$ cat src/rtl/ps2_scancode_decoder_if.sv
// PS/2 pin pair plus decoded key-event bus between the decoder and the key-state bank.
interface ps2_scancode_decoder_if;
   logic       ps2_clk;
   logic       ps2_data;
   logic [7:0] keyCode;
   logic       press;
   logic       extended;
   logic       valid;
   logic       frame_err;

   modport master (
      output ps2_clk, ps2_data,
      input  keyCode, press, extended, valid, frame_err
   );

   modport slave (
      input  ps2_clk, ps2_data,
      output keyCode, press, extended, valid, frame_err
   );
endinterface

$ cat src/rtl/ps2_scancode_decoder.sv
// PS/2 Set-2 scan code receiver and prefix decoder producing held key events.
// Optional PS2_PARITY_CHECK_EN: when defined, odd-parity mismatches drop the frame.
//
// state  | meaning
// IDLE   | waiting for a start bit (data=0 on a falling edge)
// DATA   | shifting in 8 data bits, LSB first
// PARITY | consuming the parity bit
// STOP   | checking stop bit, then decoding the byte or flagging an error
module ps2_scancode_decoder #(
   parameter int TIMEOUT_CYCLES = 50000
) (
   input logic                   Clk,
   input logic                   Reset,
   ps2_scancode_decoder_if.slave bus
);

   localparam int WD_W = $clog2(TIMEOUT_CYCLES + 1);
   localparam logic [WD_W-1:0] WD_RELOAD = WD_W'(TIMEOUT_CYCLES - 1);

   typedef enum logic [1:0] {IDLE, DATA, PARITY, STOP} rx_state_t;

   rx_state_t       state;
   logic            clk_s1, clk_s2, clk_h;
   logic            data_s1, data_s2;
   logic [7:0]      shift;
   logic [2:0]      bit_cnt;
   logic [WD_W-1:0] wdog;
   logic            brk, ext;
   logic [7:0]      key_code_q;
   logic            press_q, ext_q, valid_q, frame_err_q;
   logic            fall;
   logic            frame_good;
`ifdef PS2_PARITY_CHECK_EN
   logic            parity_bit;
`endif

   assign fall = clk_h & ~clk_s2;

`ifdef PS2_PARITY_CHECK_EN
   assign frame_good = data_s2 & (^{shift, parity_bit});
`else
   assign frame_good = data_s2;
`endif

   always_ff @(posedge Clk) begin
      if (Reset) begin
         state       <= IDLE;
         clk_s1      <= 1'b1;
         clk_s2      <= 1'b1;
         clk_h       <= 1'b1;
         data_s1     <= 1'b1;
         data_s2     <= 1'b1;
         shift       <= 8'h00;
         bit_cnt     <= 3'd0;
         wdog        <= '0;
         brk         <= 1'b0;
         ext         <= 1'b0;
         key_code_q  <= 8'h00;
         press_q     <= 1'b0;
         ext_q       <= 1'b0;
         valid_q     <= 1'b0;
         frame_err_q <= 1'b0;
`ifdef PS2_PARITY_CHECK_EN
         parity_bit  <= 1'b0;
`endif
      end else begin
         clk_s1      <= bus.ps2_clk;
         clk_s2      <= clk_s1;
         clk_h       <= clk_s2;
         data_s1     <= bus.ps2_data;
         data_s2     <= data_s1;
         valid_q     <= 1'b0;
         frame_err_q <= 1'b0;

         // Watchdog abandons a stalled frame silently; prefix flags are kept.
         if (fall) begin
            wdog <= WD_RELOAD;
         end else if (state != IDLE) begin
            if (wdog == '0) state <= IDLE;
            else            wdog  <= wdog - 1'b1;
         end

         if (fall) begin
            case (state)
               IDLE: begin
                  if (!data_s2) begin
                     shift   <= 8'h00;
                     bit_cnt <= 3'd0;
                     state   <= DATA;
                  end
               end
               DATA: begin
                  shift <= {data_s2, shift[7:1]};
                  if (bit_cnt == 3'd7) state <= PARITY;
                  bit_cnt <= bit_cnt + 3'd1;
               end
               PARITY: begin
`ifdef PS2_PARITY_CHECK_EN
                  parity_bit <= data_s2;
`endif
                  state <= STOP;
               end
               STOP: begin
                  state <= IDLE;
                  if (frame_good) begin
                     case (shift)
                        8'hE0: ext <= 1'b1;
                        8'hF0: brk <= 1'b1;
                        8'hE1, 8'hAA, 8'hFA, 8'hFE, 8'hEE, 8'h00, 8'hFF: begin
                           brk <= 1'b0;
                           ext <= 1'b0;
                        end
                        default: begin
                           key_code_q <= shift;
                           press_q    <= ~brk;
                           ext_q      <= ext;
                           valid_q    <= 1'b1;
                           brk        <= 1'b0;
                           ext        <= 1'b0;
                        end
                     endcase
                  end else begin
                     frame_err_q <= 1'b1;
                  end
               end
               default: state <= IDLE;
            endcase
         end
      end
   end

   assign bus.keyCode   = key_code_q;
   assign bus.press     = press_q;
   assign bus.extended  = ext_q;
   assign bus.valid     = valid_q;
   assign bus.frame_err = frame_err_q;

endmodule

$ cat src/flat_wrapper.sv
// flat-port wrapper written by rule: the top's interface ports become plain ports
module ps2_scancode_decoder_flat 
#(
   parameter int TIMEOUT_CYCLES = 50000
)
  (Clk, Reset, bus_ps2_clk, bus_ps2_data, bus_keyCode, bus_press, bus_extended, bus_valid, bus_frame_err);
  ps2_scancode_decoder_if bus_i ();
  input logic Clk;
  input logic Reset;
  input wire logic [$bits(bus_i.ps2_clk)-1:0] bus_ps2_clk;
  input wire logic [$bits(bus_i.ps2_data)-1:0] bus_ps2_data;
  output wire logic [$bits(bus_i.keyCode)-1:0] bus_keyCode;
  output wire logic [$bits(bus_i.press)-1:0] bus_press;
  output wire logic [$bits(bus_i.extended)-1:0] bus_extended;
  output wire logic [$bits(bus_i.valid)-1:0] bus_valid;
  output wire logic [$bits(bus_i.frame_err)-1:0] bus_frame_err;
  assign bus_i.ps2_clk = bus_ps2_clk;
  assign bus_i.ps2_data = bus_ps2_data;
  assign bus_keyCode = bus_i.keyCode;
  assign bus_press = bus_i.press;
  assign bus_extended = bus_i.extended;
  assign bus_valid = bus_i.valid;
  assign bus_frame_err = bus_i.frame_err;
  ps2_scancode_decoder #(.TIMEOUT_CYCLES(TIMEOUT_CYCLES)) u_core (.Clk(Clk), .Reset(Reset), .bus(bus_i));
endmodule
$ cat config.mk
export PLATFORM = sky130hd
export DESIGN_NAME = ps2_scancode_decoder_flat
export DESIGN_NICKNAME = d
export VERILOG_FILES = /design/src/rtl/ps2_scancode_decoder_if.sv /design/src/rtl/ps2_scancode_decoder.sv /design/src/flat_wrapper.sv
export SDC_FILE = /design/constraint.sdc
export NUM_CORES = 1
export LEC_CHECK = 0
export BUFFER_PORTS_ARGS = -buffer_cell sky130_fd_sc_hd__buf_2
export CAP_MARGIN = 0
export CORE_MARGIN = 3
export CORE_UTILIZATION = 63
export DETAILED_ROUTE_END_ITERATION = 6
export PLACE_DENSITY = 0.83
export RECOVER_POWER = 50
export SYNTH_ARGS = -nofsm -noshare
export SYNTH_HDL_FRONTEND = slang
export SYNTH_SLANG_ARGS = --single-unit
$ cat constraint.sdc
create_clock -name Clk -period 3.7 [get_ports Clk]
set_input_delay 0.185 -clock Clk [delete_from_list [all_inputs] [get_ports Clk]]
set_output_delay 0.185 -clock Clk [all_outputs]
set_load 0.01 [all_outputs]
; ---- Yosys cells after proc, flatten, opt, wreduce, memory -nomap -nowiden
; Cells that the tools add are included.
[totals]
ff_bits = 48
inputBits = 4
output_inout_bits = 12
elab_cells = 77
[op_classes]
add_sub_neg = 2
eq_ne = 14
muxes = 18
bitwise_logic = 10
reduce_logical = 16
[ops]
columns = op, n
row1 = $eq 8x8->1 const B, 8
row2 = $mux 16, 3
row3 = $logic_not 16->1, 1
row4 = $pmux 8 s2, 1
row5 = $sub 16x1->16 const B, 1
row6 = $mux 2, 6
row7 = $reduce_and 4->1, 3
row8 = $not 1->1, 9
row9 = $reduce_or 9->1, 1
row10 = $logic_not 8->1, 1
row11 = $mux 8, 1
row12 = $pmux 2 s4, 1
row13 = $pmux 3 s2, 1
row14 = $reduce_bool 2->1, 3
row15 = $eq 2x2->1 const B, 2
row16 = $pmux 1 s2, 2
row17 = $reduce_and 2->1, 2
row18 = $reduce_or 4->1, 1
row19 = $add 3x1->3 const B, 1
row20 = $eq 3x3->1 const B, 1
row21 = $mux 3, 1
row22 = $reduce_and 3->1, 1
row23 = $reduce_or 3->1, 1
row24 = $eq 2x1->1 const B, 1
row25 = other kinds (6), 7

; ---- Longest topological paths before layout
[depth]
word_depth = 7
mapped_depth = 7
mapped_depth_nobuf = 7

; ---- Worst setup path after synthesis
; OpenSTA, ideal clock, no wires.
[synth_path]
kind = flip-flop to flip-flop
from = register u_core.shift[2]
to = register u_core.press_q, in the netlist u_core.bus.press
setup_time_ns = 0.123
t_arrival_ns = 1.576
t_required_ns = 3.577
path_slack_ns = 2.001
path_stages_with_launch = 7
path_buffers = 1
synth_period_minus_slack_ns = 1.699
cell_sequence = dfxtp_1 nor2_2 maj3_2 a22o_1 a21oi_2 buf_6 mux2_1
[synth_between]
elab_chain_cells = 4
word_cells_on_any_way = 12
classes_between = eq/ne: 8 / bitwise: 1 / reduce/logical: 3
[synth_rtl]
columns = item, line
row1 = "start, declared", ps2_scancode_decoder.sv:25  ; logic [7:0] shift;
row2 = "start signal, assigned", ps2_scancode_decoder.sv:93  ; shift <= {data_s2, shift[7:1]};
row3 = $eq 8x8->1 or $logic_not 8->1 (tied branches), ps2_scancode_decoder.sv:106  ; case (shift)
row4 = $reduce_or 9->1 (no source line) (*), --
row5 = $not 1->1 (no source line) (*), --
row6 = $reduce_and 4->1 (no source line) (*), --
row7 = "end signal, assigned", ps2_scancode_decoder.sv:115  ; press_q <= ~brk;
row8 = "end, declared", ps2_scancode_decoder.sv:30  ; logic press_q, ext_q, valid_q, frame_err_q;
; Every way passes the cells marked *; elsewhere a longest branch is shown, timed or not.
; A chain may end at the register's enable or synchronous reset.

; ---- Final worst setup path
[layout_path]
from = register u_core.clk_s2
to = register u_core.press_q, in the netlist u_core.bus.press
[layout_between]
elab_chain_cells = 3
[layout_rtl]
columns = item, line
row1 = "start, declared", ps2_scancode_decoder.sv:23  ; logic clk_s1, clk_s2, clk_h;
row2 = "start signal, assigned", ps2_scancode_decoder.sv:68  ; clk_s2 <= clk_s1;
row3 = $not 1->1, ps2_scancode_decoder.sv:37  ; assign fall = clk_h & ~clk_s2;
row4 = $and 1x1->1, ps2_scancode_decoder.sv:37
row5 = $reduce_and 4->1 (no source line), --
; No other way between the ends.

==> flow_summary.toml <==
[sta]
finalHoldViolations = 0
period_minus_slack_ps = 2280
grt_setup_unrepaired = "no"
max-slew-margin-rel = -0.187
report.final.setup_viol = 0
worst_slew_pin_slew_ps = 1780
timing.fmax_ghz = 0.439
fin_worst_hold_slack_ps = 431
period_share = 0.616
fin_setup_tns_ps = 0
slew_viol_final = 52
finClkSkew_ps = 9.51

[setup_path]
crit_slowest_cell = "sky130_fd_sc_hd__a21oi_2"
setup.worst_path.class = "register to register"
worst_path_cell_trace = "nand2b_1 -> nor3_1 -> nand2_1 -> a21oi_2 -> mux2_1"
crit_path_max_incr_delay_ps = 490
timing.critical_path.max_delay_family = "simple AND/OR/NAND/NOR gates"
timing.critical_path.buf_inv = 0
reg2reg_setup_slack_ps = 1420
worstPathMaxFanout = 14
timing.critical_path.from_type = "register"
crit-reg2reg-capture = "u_core.bus.press"
critical_path_arrival_ps = 2550
critPathRequiredTime_ps = 3970
setup.worst_path.end_class = "register"
critical_path.reg2reg.startpoint = "u_core.clk_s2"
depth_of_the_most_critical_reg_to_reg_path = 5

[clock_network]
cell_at_the_root_of_the_clock_tree = "sky130_fd_sc_hd__clkbuf_4"
cts_htree_levels = 2
clockBufferDepth = 2
ctsHoldBuffers = 2
clock-sinks = 48
post_cts.resized_instances = 0
cts_made_buffers = 5
cts_tree = "done"
worst_skew_pair.late_latency_ps = 370
worst_setup_hold_path_clk_slew_ps = 120
post-cts-setup-buffers = 0

[floorplan]
die-area_sq_mm = 0.00418
die-height_um = 64.6
floorplan.rows = 20
num_io_pins = 16
start_util = 0.687
placeableCoreArea_sq_mm = 0.00315
chipWidth_um = 64.6

[grt]
antenna_found_initial = 0
globalRouteOverflowTotal = 0
grt_start_max_net_pins = 52
grt_pass1_wl_mm = 6.67
grtUsageTotal = 0.205
first_global_vias = 1530

[finish]
layout.filler_cells = 261
final_layout_size_suffix_gt1_frac = 0.0854
layout.cell_area.non_filler_sq_mm = 0.00229
syn2layout_area_growth_pct = 5.95
final_cells = 290
antenna_cells_inserted = 0
num-nets-final = 253

[power]
p_leak_nw = 0.785
p_per_area_mw_per_mm2 = 371
fin_total_pwr_mw = 0.852
power.ir.vdd_worst_uv = 254

[placement]
place.detailed.hpwl_mm = 2.57
placement.io_buffers = 15
instance_count_after_placement_with_tap_cells_included = 280
gpl.final_weighted_congestion = 0.775
post_place_cell_area_sq_mm = 0.00223

[logic_synthesis]
synth_top_area_share = 0.444
number_of_synthesized_flops_with_an_enable_pin = 0
synth.area.top_cells = "sky130_fd_sc_hd__dfxtp_1 44%, sky130_fd_sc_hd__nand2b_1 5.2%, sky130_fd_sc_hd__nor2_1 4.9%, sky130_fd_sc_hd__xor2_1 4.4%, sky130_fd_sc_hd__mux2i_1 4.2%"
yosys-top-cells-count = "48 x sky130_fd_sc_hd__dfxtp_1, 28 x sky130_fd_sc_hd__nor2_1, 18 x sky130_fd_sc_hd__nand2b_1"
distinct_cells_synth = 46
async_flop_share = 0
yosysTopAreaCell = "sky130_fd_sc_hd__dfxtp_1"
post-synth-top-count-cell = "sky130_fd_sc_hd__dfxtp_1"
yosys_most_used_dff = "sky130_fd_sc_hd__dfxtp_1"
synth-warning-count = 0
synth-seq-cells = 48
synth_fp_nets = 241
postSynthAreaPerCell_sq_um = 9.30
syn_inst = 233
mappedNetlistArea_sq_mm = 0.00217
synth_sequential_area_ratio = 0.444

[routing]
routed-via-count = 1630
drt_pass1_iterations = 5
dr.first_iter.drc_count = 115
detail-route-antenna-nets = 0
post_drt_wl_per_cell_um = 13.2
drt-vias-per-instance = 5.62
wirelength_mm = 3.84
drc_errors = 0

[job]
max-cap-violations = 1

[hold_path]
hold_depth = 1
hold-path-endpoint = "u_core.clk_s2"
holdCritStartpoint = "u_core.clk_s1"
min_path_type = "register to register"

[outcome]
failed_checks = "max-capacitance violations, max-slew violations"
status = "complete, but fails checks"
## registers in the layout, summed over array words and instances, names as in the netlist
signal,count
u_core.state,2
u_core.data_s1,1
u_core.clk_s2,1
u_core.clk_h,1
u_core.bus.frame_err,1
u_core.bus.press,1
u_core.bit_cnt,3
u_core.wdog,16
u_core.data_s2,1
u_core.shift,8
u_core.clk_s1,1
u_core.bus.keyCode,8
u_core.brk,1
u_core.ext,1
u_core.bus.valid,1
u_core.bus.extended,1
## cells by family after synthesis
logic type      count (synthesis)  synth area share
simple gates                  103             0.276
flops                          48             0.444
compound gates                 39             0.121
buf+inv                        16            0.0352
xor+xnor                       12            0.0485
mux                            10            0.0468
fa+ha+maj                       5            0.0283
## worst max-delay path by stage
stage / from / endpoint / slack [ps] / cells after the start
after global routing: u_core.clk_s2 / u_core.bus.press / 1260 / 5
after CTS: u_core.clk_s2 / u_core.bus.press / 1430 / 5
after floorplan: u_core.shift[2] / u_core.bus.press / 2000 / 6
after global placement: u_core.clk_s2 / u_core.bus.press / 1480 / 5
final: u_core.clk_s2 / u_core.bus.press / 1420 / 5
after detailed placement: u_core.clk_s2 / u_core.bus.press / 1450 / 5
## layer usage
layer | up-vias | global-route usage | part of all wire
li1 | 842 | - | -
met1 | 740 | 0.261 | 0.51
met2 | 38 | 0.320 | 0.43
met3 | 10 | 0.0433 | 0.043
met4 | 0 | 0.119 | 0.023
met5 | - | 0 | 0
## final cells by class
class                   instances  area [sq um]  area share
clock buffers                   7          55.1      0.0240
multi-input cells             169          1120       0.489
clock inverters                 1          7.51     0.00327
repair buffers                 17          78.8      0.0344
well taps                      44          55.1      0.0240
flip-flops and latches         48           961       0.419
inverters                       4          15.0     0.00654
## per-stage QoR
step,utilization,worst slack (ps)
final,0.728,1420
after floorplan,-,2000
after global placement,0.709,1480
after detailed placement,0.709,1450
after CTS,0.735,1430
after global routing,0.728,1260
## power by group
| group | internal [mW] | total, mW | leakage, nW | switching, mW |
|---|---|---|---|---|
| combinational | 0.0252 | 0.0635 | 0.365 | 0.0383 |
| sequential | 0.526 | 0.535 | 0.389 | 0.00894 |
| clock | 0.0931 | 0.254 | 0.0315 | 0.161 |
| total | 0.644 | 0.852 | 0.785 | 0.208 |
## layout by cell type (no fill, tap or decap), drive strengths merged, types with 8 or more instances in the layout
master   n
nor3     8
a21oi   14
nor2    29
a22oi   11
nand2b  18
nand2    9
clkbuf  20
dfxtp   48
mux2i    9
xor2    11
No activity file was read; power rests on OpenSTA's default activity.
